`src/rtl/pipe_ctrl.sv`:
```
// pipe_ctrl: pipeline sequencer for the RV32IM core.
// Drives the PC stall/jump controls and the IF/ID and ID/EX stall/flush controls.
// It arbitrates EX redirects, load-use hazards, multi-cycle mul/div and instruction-memory wait.
// All control outputs are combinational from the registered state and the current inputs.
module pipe_ctrl #(
    parameter int XLEN       = 32,
    parameter int BOOT_HOLD  = 2,
    parameter int MD_TIMEOUT = 64
) (
    input  logic            clk_i,
    input  logic            rst_i,
    input  logic            ex_jump_req_i,
    input  logic [XLEN-1:0] ex_jump_addr_i,
    input  logic            load_use_i,
    input  logic            md_start_i,
    input  logic            md_done_i,
    input  logic            imem_ready_i,
    output logic            stall_o,
    output logic            je_o,
    output logic [XLEN-1:0] jump_addr_o,
    output logic            stall_id_o,
    output logic            stall_ex_o,
    output logic            flush_id_o,
    output logic            flush_ex_o,
    output logic            md_err_o,
    output logic [1:0]      state_o
);

    typedef enum logic [1:0] {
        BOOT    = 2'd0,
        RUN     = 2'd1,
        MD_WAIT = 2'd2
    } state_t;

    localparam int BOOT_W = (BOOT_HOLD > 1) ? $clog2(BOOT_HOLD) : 1;
    localparam int MD_W   = (MD_TIMEOUT > 1) ? $clog2(MD_TIMEOUT) : 1;

    // With no boot hold the sequencer comes out of reset directly in RUN,
    // so the first cycle after release already accepts traffic.
    localparam state_t RESET_STATE = (BOOT_HOLD == 0) ? RUN : BOOT;

    localparam logic [BOOT_W-1:0] BOOT_LAST = BOOT_W'((BOOT_HOLD > 0) ? BOOT_HOLD - 1 : 0);
    localparam logic [MD_W-1:0]   MD_LAST   = MD_W'((MD_TIMEOUT > 0) ? MD_TIMEOUT - 1 : 0);

    state_t            state;
    state_t            state_next;
    logic [BOOT_W-1:0] boot_cnt;
    logic [MD_W-1:0]   md_cnt;
    logic              pend_v;
    logic [XLEN-1:0]   pend_addr;
    logic              md_err;

    logic              boot_done;
    logic              md_expire;
    logic              md_exit;
    logic              run_free;
    logic              take_pend;
    logic              take_jump;
    logic              take_md;

    // Request decode shared by next-state, output and bookkeeping logic.
    always_comb begin
        boot_done = (boot_cnt == BOOT_LAST);
        md_expire = (md_cnt == MD_LAST) && !md_done_i;
        md_exit   = md_done_i || (md_cnt == MD_LAST);
        // RUN with no held redirect: fresh requests may be considered.
        run_free  = (state == RUN) && !pend_v;
        take_pend = (state == RUN) && pend_v;
        take_jump = run_free && ex_jump_req_i;
        // A jump squashes the mul/div on the wrong path; start+done together needs no wait.
        take_md   = run_free && !ex_jump_req_i && md_start_i && !md_done_i;
    end

    // State register.
    always_ff @(posedge clk_i or negedge rst_i) begin
        if (!rst_i) begin
            state <= RESET_STATE;
        end else begin
            state <= state_next;
        end
    end

    // Next-state selection.
    always_comb begin
        state_next = state;
        case (state)
            BOOT:    if (boot_done) state_next = RUN;
            RUN:     if (take_md)   state_next = MD_WAIT;
            MD_WAIT: if (md_exit)   state_next = RUN;
            default:                state_next = RESET_STATE;
        endcase
    end

    // Boot hold counter: counts cycles spent in BOOT after reset release.
    always_ff @(posedge clk_i or negedge rst_i) begin
        if (!rst_i) begin
            boot_cnt <= '0;
        end else if ((state == BOOT) && !boot_done) begin
            boot_cnt <= boot_cnt + 1'b1;
        end
    end

    // Mul/div wait counter: zeroed on issue, advanced every MD_WAIT cycle.
    always_ff @(posedge clk_i or negedge rst_i) begin
        if (!rst_i) begin
            md_cnt <= '0;
        end else if (take_md) begin
            md_cnt <= '0;
        end else if ((state == MD_WAIT) && !md_exit) begin
            md_cnt <= md_cnt + 1'b1;
        end
    end

    // Held redirect: captured when EX redirects while the ROM is busy, replayed when it frees up.
    always_ff @(posedge clk_i or negedge rst_i) begin
        if (!rst_i) begin
            pend_v    <= 1'b0;
            pend_addr <= '0;
        end else if (take_pend && imem_ready_i) begin
            pend_v    <= 1'b0;
        end else if (take_jump && !imem_ready_i) begin
            pend_v    <= 1'b1;
            pend_addr <= ex_jump_addr_i;
        end
    end

    // Sticky mul/div timeout flag, cleared only by reset.
    always_ff @(posedge clk_i or negedge rst_i) begin
        if (!rst_i) begin
            md_err <= 1'b0;
        end else if ((state == MD_WAIT) && md_expire) begin
            md_err <= 1'b1;
        end
    end

    // Control outputs from state and current requests, highest priority first.
    always_comb begin
        stall_o     = 1'b0;
        je_o        = 1'b0;
        jump_addr_o = '0;
        stall_id_o  = 1'b0;
        stall_ex_o  = 1'b0;
        flush_id_o  = 1'b0;
        flush_ex_o  = 1'b0;
        if (!rst_i) begin
            // Hold the PC and keep both pipe registers empty while in reset.
            stall_o    = 1'b1;
            flush_id_o = 1'b1;
            flush_ex_o = 1'b1;
        end else begin
            case (state)
                BOOT: begin
                    stall_o    = 1'b1;
                    flush_id_o = 1'b1;
                end
                RUN: begin
                    if (pend_v) begin
                        // Keep fetching nothing until the held redirect can be issued.
                        stall_o    = 1'b1;
                        flush_id_o = 1'b1;
                        if (imem_ready_i) begin
                            je_o        = 1'b1;
                            jump_addr_o = pend_addr;
                        end
                    end else if (ex_jump_req_i) begin
                        flush_id_o = 1'b1;
                        flush_ex_o = 1'b1;
                        if (imem_ready_i) begin
                            je_o        = 1'b1;
                            jump_addr_o = ex_jump_addr_i;
                        end else begin
                            stall_o = 1'b1;
                        end
                    end else if (md_start_i && !md_done_i) begin
                        stall_o    = 1'b1;
                        stall_id_o = 1'b1;
                        stall_ex_o = 1'b1;
                    end else if (load_use_i) begin
                        // Freeze fetch/decode one cycle and bubble the consumer out of EX.
                        stall_o    = 1'b1;
                        stall_id_o = 1'b1;
                        flush_ex_o = 1'b1;
                    end else if (!imem_ready_i) begin
                        stall_o    = 1'b1;
                        flush_id_o = 1'b1;
                    end
                end
                MD_WAIT: begin
                    // Release on the done cycle or on timeout so the pipe never deadlocks.
                    if (!md_exit) begin
                        stall_o    = 1'b1;
                        stall_id_o = 1'b1;
                        stall_ex_o = 1'b1;
                    end
                end
                default: begin
                    stall_o    = 1'b1;
                    flush_id_o = 1'b1;
                end
            endcase
        end
    end

    assign md_err_o = md_err;
    assign state_o  = state;

endmodule

```
`config.mk`:
```
export PLATFORM = sky130hd
export DESIGN_NAME = pipe_ctrl
export DESIGN_NICKNAME = d
export VERILOG_FILES = /design/src/rtl/pipe_ctrl.sv
export SDC_FILE = /design/constraint.sdc
export NUM_CORES = 1
export LEC_CHECK = 0
export CAP_MARGIN = 20
export CORE_UTILIZATION = 51
export DETAILED_ROUTE_END_ITERATION = 16
export PLACE_DENSITY = 0.88
export SYNTH_ARGS = -nofsm -noshare
export SYNTH_HDL_FRONTEND = slang
export SYNTH_SLANG_ARGS = --single-unit
```
`constraint.sdc`:
```
create_clock -name clk_i -period 4.2 [get_ports clk_i]
set_clock_uncertainty 0.05 [all_clocks]
set_input_delay 0.84 -clock clk_i [delete_from_list [all_inputs] [get_ports clk_i]]
set_output_delay 0.84 -clock clk_i [all_outputs]
set_load 0.05 [all_outputs]
```
==> out/qor.csv, run 1 <==
stage,metric,value,unit
run_status,run status,"finished, final reports clean",
critical_path,CP startpoint kind,input pin,
clocking,CTS tree,built,
detailed_routing,final antenna-violating net count,0,
floorplanning,chip width,73.3,microns
synthesis,Netlist cell types,39,
clocking,total setup buffers inserted after CTS,0,
floorplanning,die area,5370,sq um
critical_path,"Top cell by count, worst path",clkdlybuf4s50_1,
synthesis,Synth Net Count,270,
sta,Final setup viols,0,
critical_path,Worst path slowest cell,clkdlybuf4s50_1,
synthesis,syn_area_per_cell,11.5,sq um
clocking,"Reg clk slew, reported paths",0.08,ns
clocking,CTS Buf Count,5,
floorplanning,Rows,25,
flow_run,Max-cap violations,0,
cells_and_area,Area Overhead vs Synth,46.6,%
grt,vias in the first global route,1983,
floorplanning,CORE AREA,4820,sq um
grt,Tot GR Track Use,0.240,
sta,final period utilization,0.886,
sta,fin. max-slew vios,0,
pwr,Combinational Power Share,0.499,
grt,met1 Usage GRT,0.330,
hold_path,Worst Hold Class,reg2reg,
synthesis,"area leader, netlist",dfrtp_1,
sta,Max Clk Rate,269,MHz
synthesis,Yosys Warn Count,0,
placed_design,Placer Congestion,0.884,
cells_and_area,fraction of layout instances using a drive strength above 1,0.289,
cells_and_area,most frequent cells in the layout,"46 x clkdlybuf4s50_1, 43 x dfrtp_1, 33 x nor2b_1, 33 x buf_12, 32 x a22oi_1",
pwr,maximum vdd drop,0.369,mV
sta,worst slew pin tran,0.727,ns
pwr,Cell Pwr Density,520,nW/um^2
critical_path,flop2flop setup slack,1.73,ns
synthesis,asr flop ratio synth,1.00,
floorplanning,Die Ht,73.3,microns
grt,first-pass GRT wire length,9.69,mm
grt,Congestion Overflow GR,0,
pwr,P_leak,1.55,nW
sta,Final Critical Period,3.72,ns
grt,GR Util met2,0.395,
critical_path,"Cell Chain, Critical Path",clkdlybuf4s50_1 -> nor2_1 -> nand3_1 -> a21oi_1 -> clkdlybuf4s50_1,
synthesis,cell count after synthesis,225,
sta,final number of hold-violating endpoints,0,
grt,global route hottest layer,met2,
sta,RSZ-0062 raised after global routing,false,
clocking,post-cts hold buffer count,0,
synthesis,sequential fraction of the synthesis area,0.415,
clocking,# resized after CTS,0,
critical_path,CP Max Fanout,7,
pwr,Pint,1.23,mW
grt,met3 Use GR,0.0398,
synthesis,prevailing post-synth register cell,dfrtp_1,
grt,largest net degree at the start of global routing,76,
clocking,clock sink count,43,
floorplanning,Starting Density,0.538,
detailed_routing,drc violations,0,
sta,Setup TNS,0,ns
placed_design,Port Buffer Count,79,
critical_path,CP endpoint kind,output port,
cells_and_area,"most common cell after layout, fill and taps aside",clkdlybuf4s50_1,
pwr,Clock Power Share,0.129,
detailed_routing,Initial DRC Count,183,
critical_path,CP max stage delay,0.81,ns
critical_path,WP data arrival,2.83,ns
detailed_routing,drt pass-1 iters,4,
synthesis,Mapped Area,2590,sq um
clocking,Max Root-Sink Buffers,2,
synthesis,Post-synth EDFFs,0,
clocking,htree depth,2,
clocking,Worst-Skew Late Latency,0.30,ns
cells_and_area,Ant. Diodes,0,
synthesis,Synth area leaders,"dfrtp_1 42%, mux2_4 18%, a22oi_1 9.3%",
detailed_routing,detailed-route wire length per cell,16.7,microns
pwr,Sequential Power Share,0.372,
synthesis,"FF+latch count, synth",43,
floorplanning,# IOs,80,
pwr,Final Total Pwr,1.98,mW
cells_and_area,Final Net Count,345,
detailed_routing,via/cell ratio,5.61,
cells_and_area,number of fill cells,291,
sta,Worst slew margin,0.515,
clocking,clk root buf,clkbuf_8,
grt,initial antenna violation count,0,
critical_path,critical path data required time,3.31,ns
detailed_routing,Routed WL,6.16,mm
placed_design,Final HPWL DP,4.48,mm
critical_path,WS Path Type,in2out,
pwr,switching share of power,0.375,
synthesis,Yosys top cell area share,0.415,
detailed_routing,vias,2064,
pwr,Psw,742,uW
==> registers in the layout, summed over array words and instances (netlist names) <==
name / flops
pend_addr: 32
md_cnt: 6
state_o: 2
boot_cnt: 1
md_err_o: 1
pend_v: 1
==> cell usage after synthesis, types with 2 or more instances <==
cell type	count
nand3_1	3
and3_1	3
buf_2	7
ha_1	6
mux2_4	31
clkbuf_1	6
nand2_1	6
o21ai_0	2
nand2b_1	2
mux2_2	2
dfrtp_1	43
or2b_1	2
nand4_1	3
nor2_1	6
mux2i_1	3
inv_1	4
nor2b_1	33
a22oi_1	32
a21oi_1	7
nand3_2	2
nor3_1	2
buf_12	3
==> routing by layer <==
| metal | part of all wire | vias up |
|---|---|---|
| met2 | 0.50 | 79 |
| li1 | - | 965 |
| met1 | 0.43 | 1012 |
| met5 | 0 | - |
| met3 | 0.055 | 8 |
| met4 | 0.010 | 0 |
==> worst max-delay path: cells and delay by family <==
family / cells / cell delay (ns)
buffers and inverters: 2 / 1.34
AND/OR/NAND/NOR: 2 / 0.46
AO/OA/AOI/OAI: 1 / 0.18
==> area by class of cell <==
| type | instances | area (sq um) | area share |
|---|---|---|---|
| Clock buffer | 6 | 72.6 | 0.0191 |
| Clock inverter | 2 | 12.5 | 0.00329 |
| Inverter | 4 | 15.0 | 0.00395 |
| Multi-Input combinational cell | 160 | 1370 | 0.360 |
| Sequential cell | 43 | 1080 | 0.283 |
| Tap cell | 67 | 83.8 | 0.0221 |
| Timing Repair Buffer | 86 | 1170 | 0.308 |
==> power groups by stage <==
stage          registers (mW)  logic [mW]  clock network, mW
2_1_floorplan           0.735       0.661                  0
4_1_cts                 0.732       0.992              0.260
3_5_place_dp            0.740       0.982                  0
5_1_grt                 0.754        1.06              0.280
3_3_place_gp            0.718       0.955                  0
6_report                0.735       0.987              0.255
==> worst paths after layout <==
| kind | start | to | depth (start not counted) |
|---|---|---|---|
| max | ex_jump_req_i | stall_ex_o | 5 |
| min reg2reg | boot_cnt | boot_cnt | 1 |
| max reg2reg | state_o[1] | pend_addr[0] | 5 |
| min in group asynchronous | rst_i | md_cnt[2] | 2 |
| min | boot_cnt | boot_cnt | 1 |
| max in group asynchronous | rst_i | pend_addr[1] | 2 |
==> cell families after synthesis <==
| kind of cell | Yosys count | synth area share |
|---|---|---|
| xor gates and xnor gates | 1 | 0.00338 |
| and+or+nand+nor | 67 | 0.157 |
| buffers and inverters | 22 | 0.0569 |
| adders and majority gates | 6 | 0.0290 |
| AOI/OAI and AO/OA | 50 | 0.139 |
| muxes | 36 | 0.200 |
| DFF | 43 | 0.415 |
==> stage by stage <==
| step | cell area (sq um) | worst slack (ns) | instances | utilization | hold WS, ns |
|---|---|---|---|---|---|
| 2_1_floorplan | 2590 | 0.896 | 225 | - | 0.377 |
| 3_3_place_gp | 3710 | 0.538 | 360 | 0.771 | 0.393 |
| 3_5_place_dp | 3710 | 0.502 | 360 | 0.771 | 0.401 |
| 4_1_cts | 3800 | 0.494 | 368 | 0.789 | 0.425 |
| 5_1_grt | 3800 | 0.405 | 368 | 0.789 | 0.453 |
| 6_report | 3800 | 0.479 | 368 | 0.789 | 0.421 |
Note: power is estimated with default switching activity, not from simulation.
==> run 2, diff against run 1 <==
Settings changed: CELL_PAD_IN_SITES_DETAIL_PLACEMENT from default to 0, CELL_PAD_IN_SITES_GLOBAL_PLACEMENT from default to 1, CORE_UTILIZATION 51 to 39.
Clock period 4.2 ns to 4.5 ns, I/O delays scaled along.
==> run 2 against run 1 <==
  * Core utilization is 19 points lower
  * Die area is 30% higher
  * Flip-flop and latch count stayed put
  * Largest power group unchanged
  * Critical endpoint unchanged
  * Via count is 4.4% lower
==> out/qor.csv, run 2 (synthesized netlist as in run 1, its figures left out) <==
stage,metric,value,unit
detailed_routing,detailed-route wire length per cell,15.0,microns
floorplanning,Rows,29,
cells_and_area,Area Overhead vs Synth,47.0,%
cells_and_area,max FFs per register,32,
sta,worst slew pin tran,0.734,ns
grt,initial antenna violation count,0,
sta,Final setup viols,0,
clocking,post-cts hold buffer count,0,
critical_path,worst setup path start,md_done_i,
critical_path,worst setup path endpoint,stall_ex_o,
floorplanning,Die Ht,83.5,microns
sta,final number of hold-violating endpoints,0,
grt,Congestion Overflow GR,0,
cells_and_area,Final Net Count,344,
critical_path,CP startpoint kind,input pin,
grt,met3 Use GR,0.0376,
clocking,total setup buffers inserted after CTS,0,
floorplanning,die area,6980,sq um
grt,met1 Usage GRT,0.230,
floorplanning,chip width,83.5,microns
cells_and_area,most frequent cells in the layout,"46 x clkdlybuf4s50_1, 43 x dfrtp_1, 33 x nor2b_1, 32 x a22oi_1, 32 x buf_12",
clocking,clk root buf,clkbuf_8,
cells_and_area,Top reg by flops,pend_addr,
critical_path,worst reg-to-reg path cell count,5,
clocking,# resized after CTS,0,
clocking,CTS Buf Count,5,
grt,vias in the first global route,1913,
sta,Final Critical Period,3.87,ns
floorplanning,CORE AREA,6390,sq um
detailed_routing,drt pass-1 iters,4,
detailed_routing,via/cell ratio,5.24,
sta,Max Clk Rate,258,MHz
clocking,Worst-Skew Late Latency,0.29,ns
clocking,"Reg clk slew, reported paths",0.09,ns
sta,final period utilization,0.860,
critical_path,WS Path Type,in2out,
critical_path,critical path data required time,3.55,ns
sta,hold_ws,0.388,ns
critical_path,CP Max Fanout,7,
critical_path,CP endpoint kind,output port,
pwr,maximum vdd drop,0.282,mV
pwr,Cell Pwr Density,486,nW/um^2
critical_path,flop2flop setup slack,1.91,ns
grt,Tot GR Track Use,0.170,
grt,GR Util met2,0.284,
sta,Worst slew margin,0.511,
placed_design,Port Buffer Count,79,
detailed_routing,drc violations,0,
critical_path,R2R Path End,pend_addr[10],
cells_and_area,fraction of layout instances using a drive strength above 1,0.290,
floorplanning,# IOs,80,
critical_path,RR Startpoint,state_o[1],
floorplanning,Starting Density,0.406,
placed_design,Final HPWL DP,3.97,mm
run_status,run status,"finished, final reports clean",
detailed_routing,Routed WL,5.66,mm
detailed_routing,Initial DRC Count,67,
hold_path,Worst Hold Class,in2async,
cells_and_area,"most common cell after layout, fill and taps aside",clkdlybuf4s50_1,
detailed_routing,vias,1974,
sta,Setup TNS,0,ns
clocking,clock sink count,43,
cells_and_area,Ant. Diodes,0,
sta,RSZ-0062 raised after global routing,false,
grt,first-pass GRT wire length,9.63,mm
grt,largest net degree at the start of global routing,73,
sta,fin. max-slew vios,0,
grt,global route hottest layer,met2,
detailed_routing,final antenna-violating net count,0,
clocking,Max Root-Sink Buffers,2,
flow_run,Max-cap violations,0,
critical_path,WP data arrival,2.92,ns
pwr,P_leak,1.55,nW
placed_design,Placer Congestion,0.776,
clocking,CTS tree,built,
clocking,htree depth,2,
[run 2: cell types whose count changed in the layout (fill, tap and decap cells not counted)]
cell / change
buf_12: -1
clkbuf_1: -1
clkbuf_8: +2
clkinv_2: -1
[run 2: final cells by class]
| cell class | count | area [sq um] |
|---|---|---|
| clock buffers | 7 | 96.3 |
| clock inverters | 1 | 7.51 |
| fillers | 528 | 2570 |
| inverters | 4 | 15.0 |
| multi-input cells | 160 | 1370 |
| flip-flops and latches | 43 | 1080 |
| well taps | 77 | 96.3 |
| repair buffers | 85 | 1150 |
[run 2: how the worst min path moves through the flow]
| stage | from | end | cells past startpoint |
|---|---|---|---|
| final | rst_i | boot_cnt | 1 |
| after global routing | rst_i | state_o[0] | 1 |
| after CTS | rst_i | state_o[0] | 1 |
| after detailed placement | md_err_o | md_err_o | 1 |
| after global placement | boot_cnt | boot_cnt | 1 |
| after floorplan | boot_cnt | boot_cnt | 1 |
[run 2: critical path, stage by stage]
cell,delay [ns]
clkdlybuf4s50_1,0.44
nor2b_1,0.38
o21ai_2,0.21
a21oi_1,0.17
clkdlybuf4s50_1,0.82
[run 2: power by group]
group	leakage (nW)	internal [mW]	switching [mW]
Clock	0.0505	0.140	0.134
Combinational	0.976	0.476	0.426
Sequential	0.526	0.563	0.114
[run 2: per-stage QoR]
step	cell area (sq um)	setup slack (ns)	cells	power, mW	util
finish	3810	0.631	377	1.85	0.597
global route	3810	0.487	377	1.97	0.597
CTS	3810	0.638	377	1.87	0.597
detailed placement	3710	0.647	369	1.59	0.581
global placement	3710	0.655	369	1.57	0.581
floorplan	2590	1.14	225	1.30	-
[run 2: routing by layer]
metal / wire, microns / vias to the layer above
met5: 0 / -
met4: 32 / 0
met3: 269 / 4
met2: 2710 / 57
met1: 2650 / 962
li1: - / 951
==> run 3, diff against run 2 <==
Settings changed: SLEW_MARGIN from default to 0.
==> results of run 3 <==
Same layout as run 2: the final DEF is identical, and so are final timing and power.
==> RTL change, RTL diff (flow settings as in run 2) <==
Change the parameter `XLEN` from 32 to 48.
--- a/src/rtl/pipe_ctrl.sv
+++ b/src/rtl/pipe_ctrl.sv
@@ -3,7 +3,7 @@
 // It arbitrates EX redirects, load-use hazards, multi-cycle mul/div and instruction-memory wait.
 // All control outputs are combinational from the registered state and the current inputs.
 module pipe_ctrl #(
-    parameter int XLEN       = 32,
+    parameter int XLEN       = 48,
     parameter int BOOT_HOLD  = 2,
     parameter int MD_TIMEOUT = 64
 ) (
Ports: changed (resized ex_jump_addr_i and jump_addr_o); port bits go from 80 to 112. No check against the original RTL was run, so the function may have changed too.
==> RTL change against run 2 <==
- critical path depth unchanged
- global-route usage increased by 1.8 points
- critical path type unchanged
- synthesized area increased by 30%
- sequential share of layout area increased by 0.24 points
- wire length increased by 42%
- clock power increased by 77%
- cell count increased by 34%
- cell area increased by 36%
- sequential cell count increased by 16
- sequential power increased by 38%
- power increased by 37%
- core utilization increased by 3.1 points
- worst setup slack got worse by 0.047 ns
- highest routed layer unchanged
==> RTL change: results (changes against run 2) <==
* DRT Pass-1 Iters at 5 (was 4)
* Clk pin slew, worst setup/hold paths at 0.07 ns (was 0.09 ns)
* Crit path DAT at 2.97 ns (was 2.92 ns)
* Global placement routability congestion at 0.887 (was 0.776)
* Top cells by count, synth: dfrtp_1 (59), nor2b_1 (50), a22oi_1 (48), mux2_2 (28), mux2_4 (21) (was dfrtp_1 (43), nor2b_1 (33), a22oi_1 (32), mux2_4 (31))
* Ranking of synthesized cells by area: dfrtp_1 (44%), a22oi_1 (11%), mux2_2 (9.4%) (was dfrtp_1 (42%), mux2_4 (18%), a22oi_1 (9.3%))
* First-pass GRT wire length at 13.0 mm (was 9.63 mm)
* Fin crit period at 3.92 ns (was 3.87 ns)
* Flop2flop setup slack at 1.99 ns (was 1.91 ns)
* Worst setup path start: md_done_i (unchanged)
* Placed insts at 491 (was 369)
* Drt via density at 5.38 (was 5.24)
* Share of layout cells above drive strength 1 at 0.302 (was 0.290)
* Syn_nets at 355 (was 270)
* Static leakage at 2.05 nW (was 1.55 nW)
* Iter 0 DRT Violations at 90 (was 67)
* Overall Global Routing Usage at 0.188 (was 0.170)
* Status: complete, no violations (unchanged)
* DP Wirelength at 5.45 mm (was 3.97 mm)
* Worst Reg-to-Reg Cells at 4 (was 5)
* Vias in the first global route at 2,630 (was 1,913)
* Mux share of post-synthesis cell area at 0.197 (was 0.200)
* Number of library cell types mapped by synthesis at 37 (was 39)
* Largest net degree at the start of global routing at 57 (was 73)
* Avg Cell Area, Syn at 11.4 um2 (was 11.5 um2)
* Clk_lat worst skew at 0.32 ns (was 0.29 ns)
* Complex-gate fraction of the synthesized area at 0.142 (was 0.139)
* CTS buffer count at 9 (was 5)
* Slew Limit Headroom at 0.410 (was 0.511)
* Count of buffers from port buffering at 111 (was 79)
* Register area share after synthesis at 0.439 (was 0.415)
* Worst R2R End: pend_addr[32]$_DFFE_PN0P_ (was pend_addr[10]$_DFFE_PN0P_)
* Adder-cell share of the synthesized area at 0.0223 (was 0.0290)
* Flip-flop count of the largest register after layout at 48 (was 32)
* Worst VDD drop at 216 uV (was 282 uV)
## RTL change: cell types whose count changed in the layout (fill, tap and decap cells not counted), moves of 2 or more
cell             before  now
a22oi_1              32   48
buf_12               32   50
buf_4                 6    3
clkbuf_1              0    2
clkbuf_8              7   11
clkdlybuf4s50_1      46   62
dfrtp_1              43   59
mux2_2                2   28
mux2_4               31   21
nor2b_1              33   50
## RTL change: layout make-up
class                      count  area (um2)
fill                         646        3070
multi-input combinational    208        1720
timing repair buffer         115        1640
sequential                    59        1480
clock buffer                  13         159
tap                          105         131
clock inverter                 2        35.0
inverter                       4        15.0
## RTL change: routing by layer
layer	part of all wire	wire length [um]	vias up	global-route usage
met5	0	0	-	0
met4	0.013	105	0	0.0669
met3	0.060	486	13	0.0507
met2	0.46	3710	88	0.287
met1	0.46	3730	1349	0.256
li1	-	-	1271	-
## RTL change: where the power goes
part / total, mW / internal (mW) / switching [mW]
clock network: 0.482 / 0.283 / 0.200
registers: 0.933 / 0.779 / 0.154
logic: 1.12 / 0.586 / 0.539
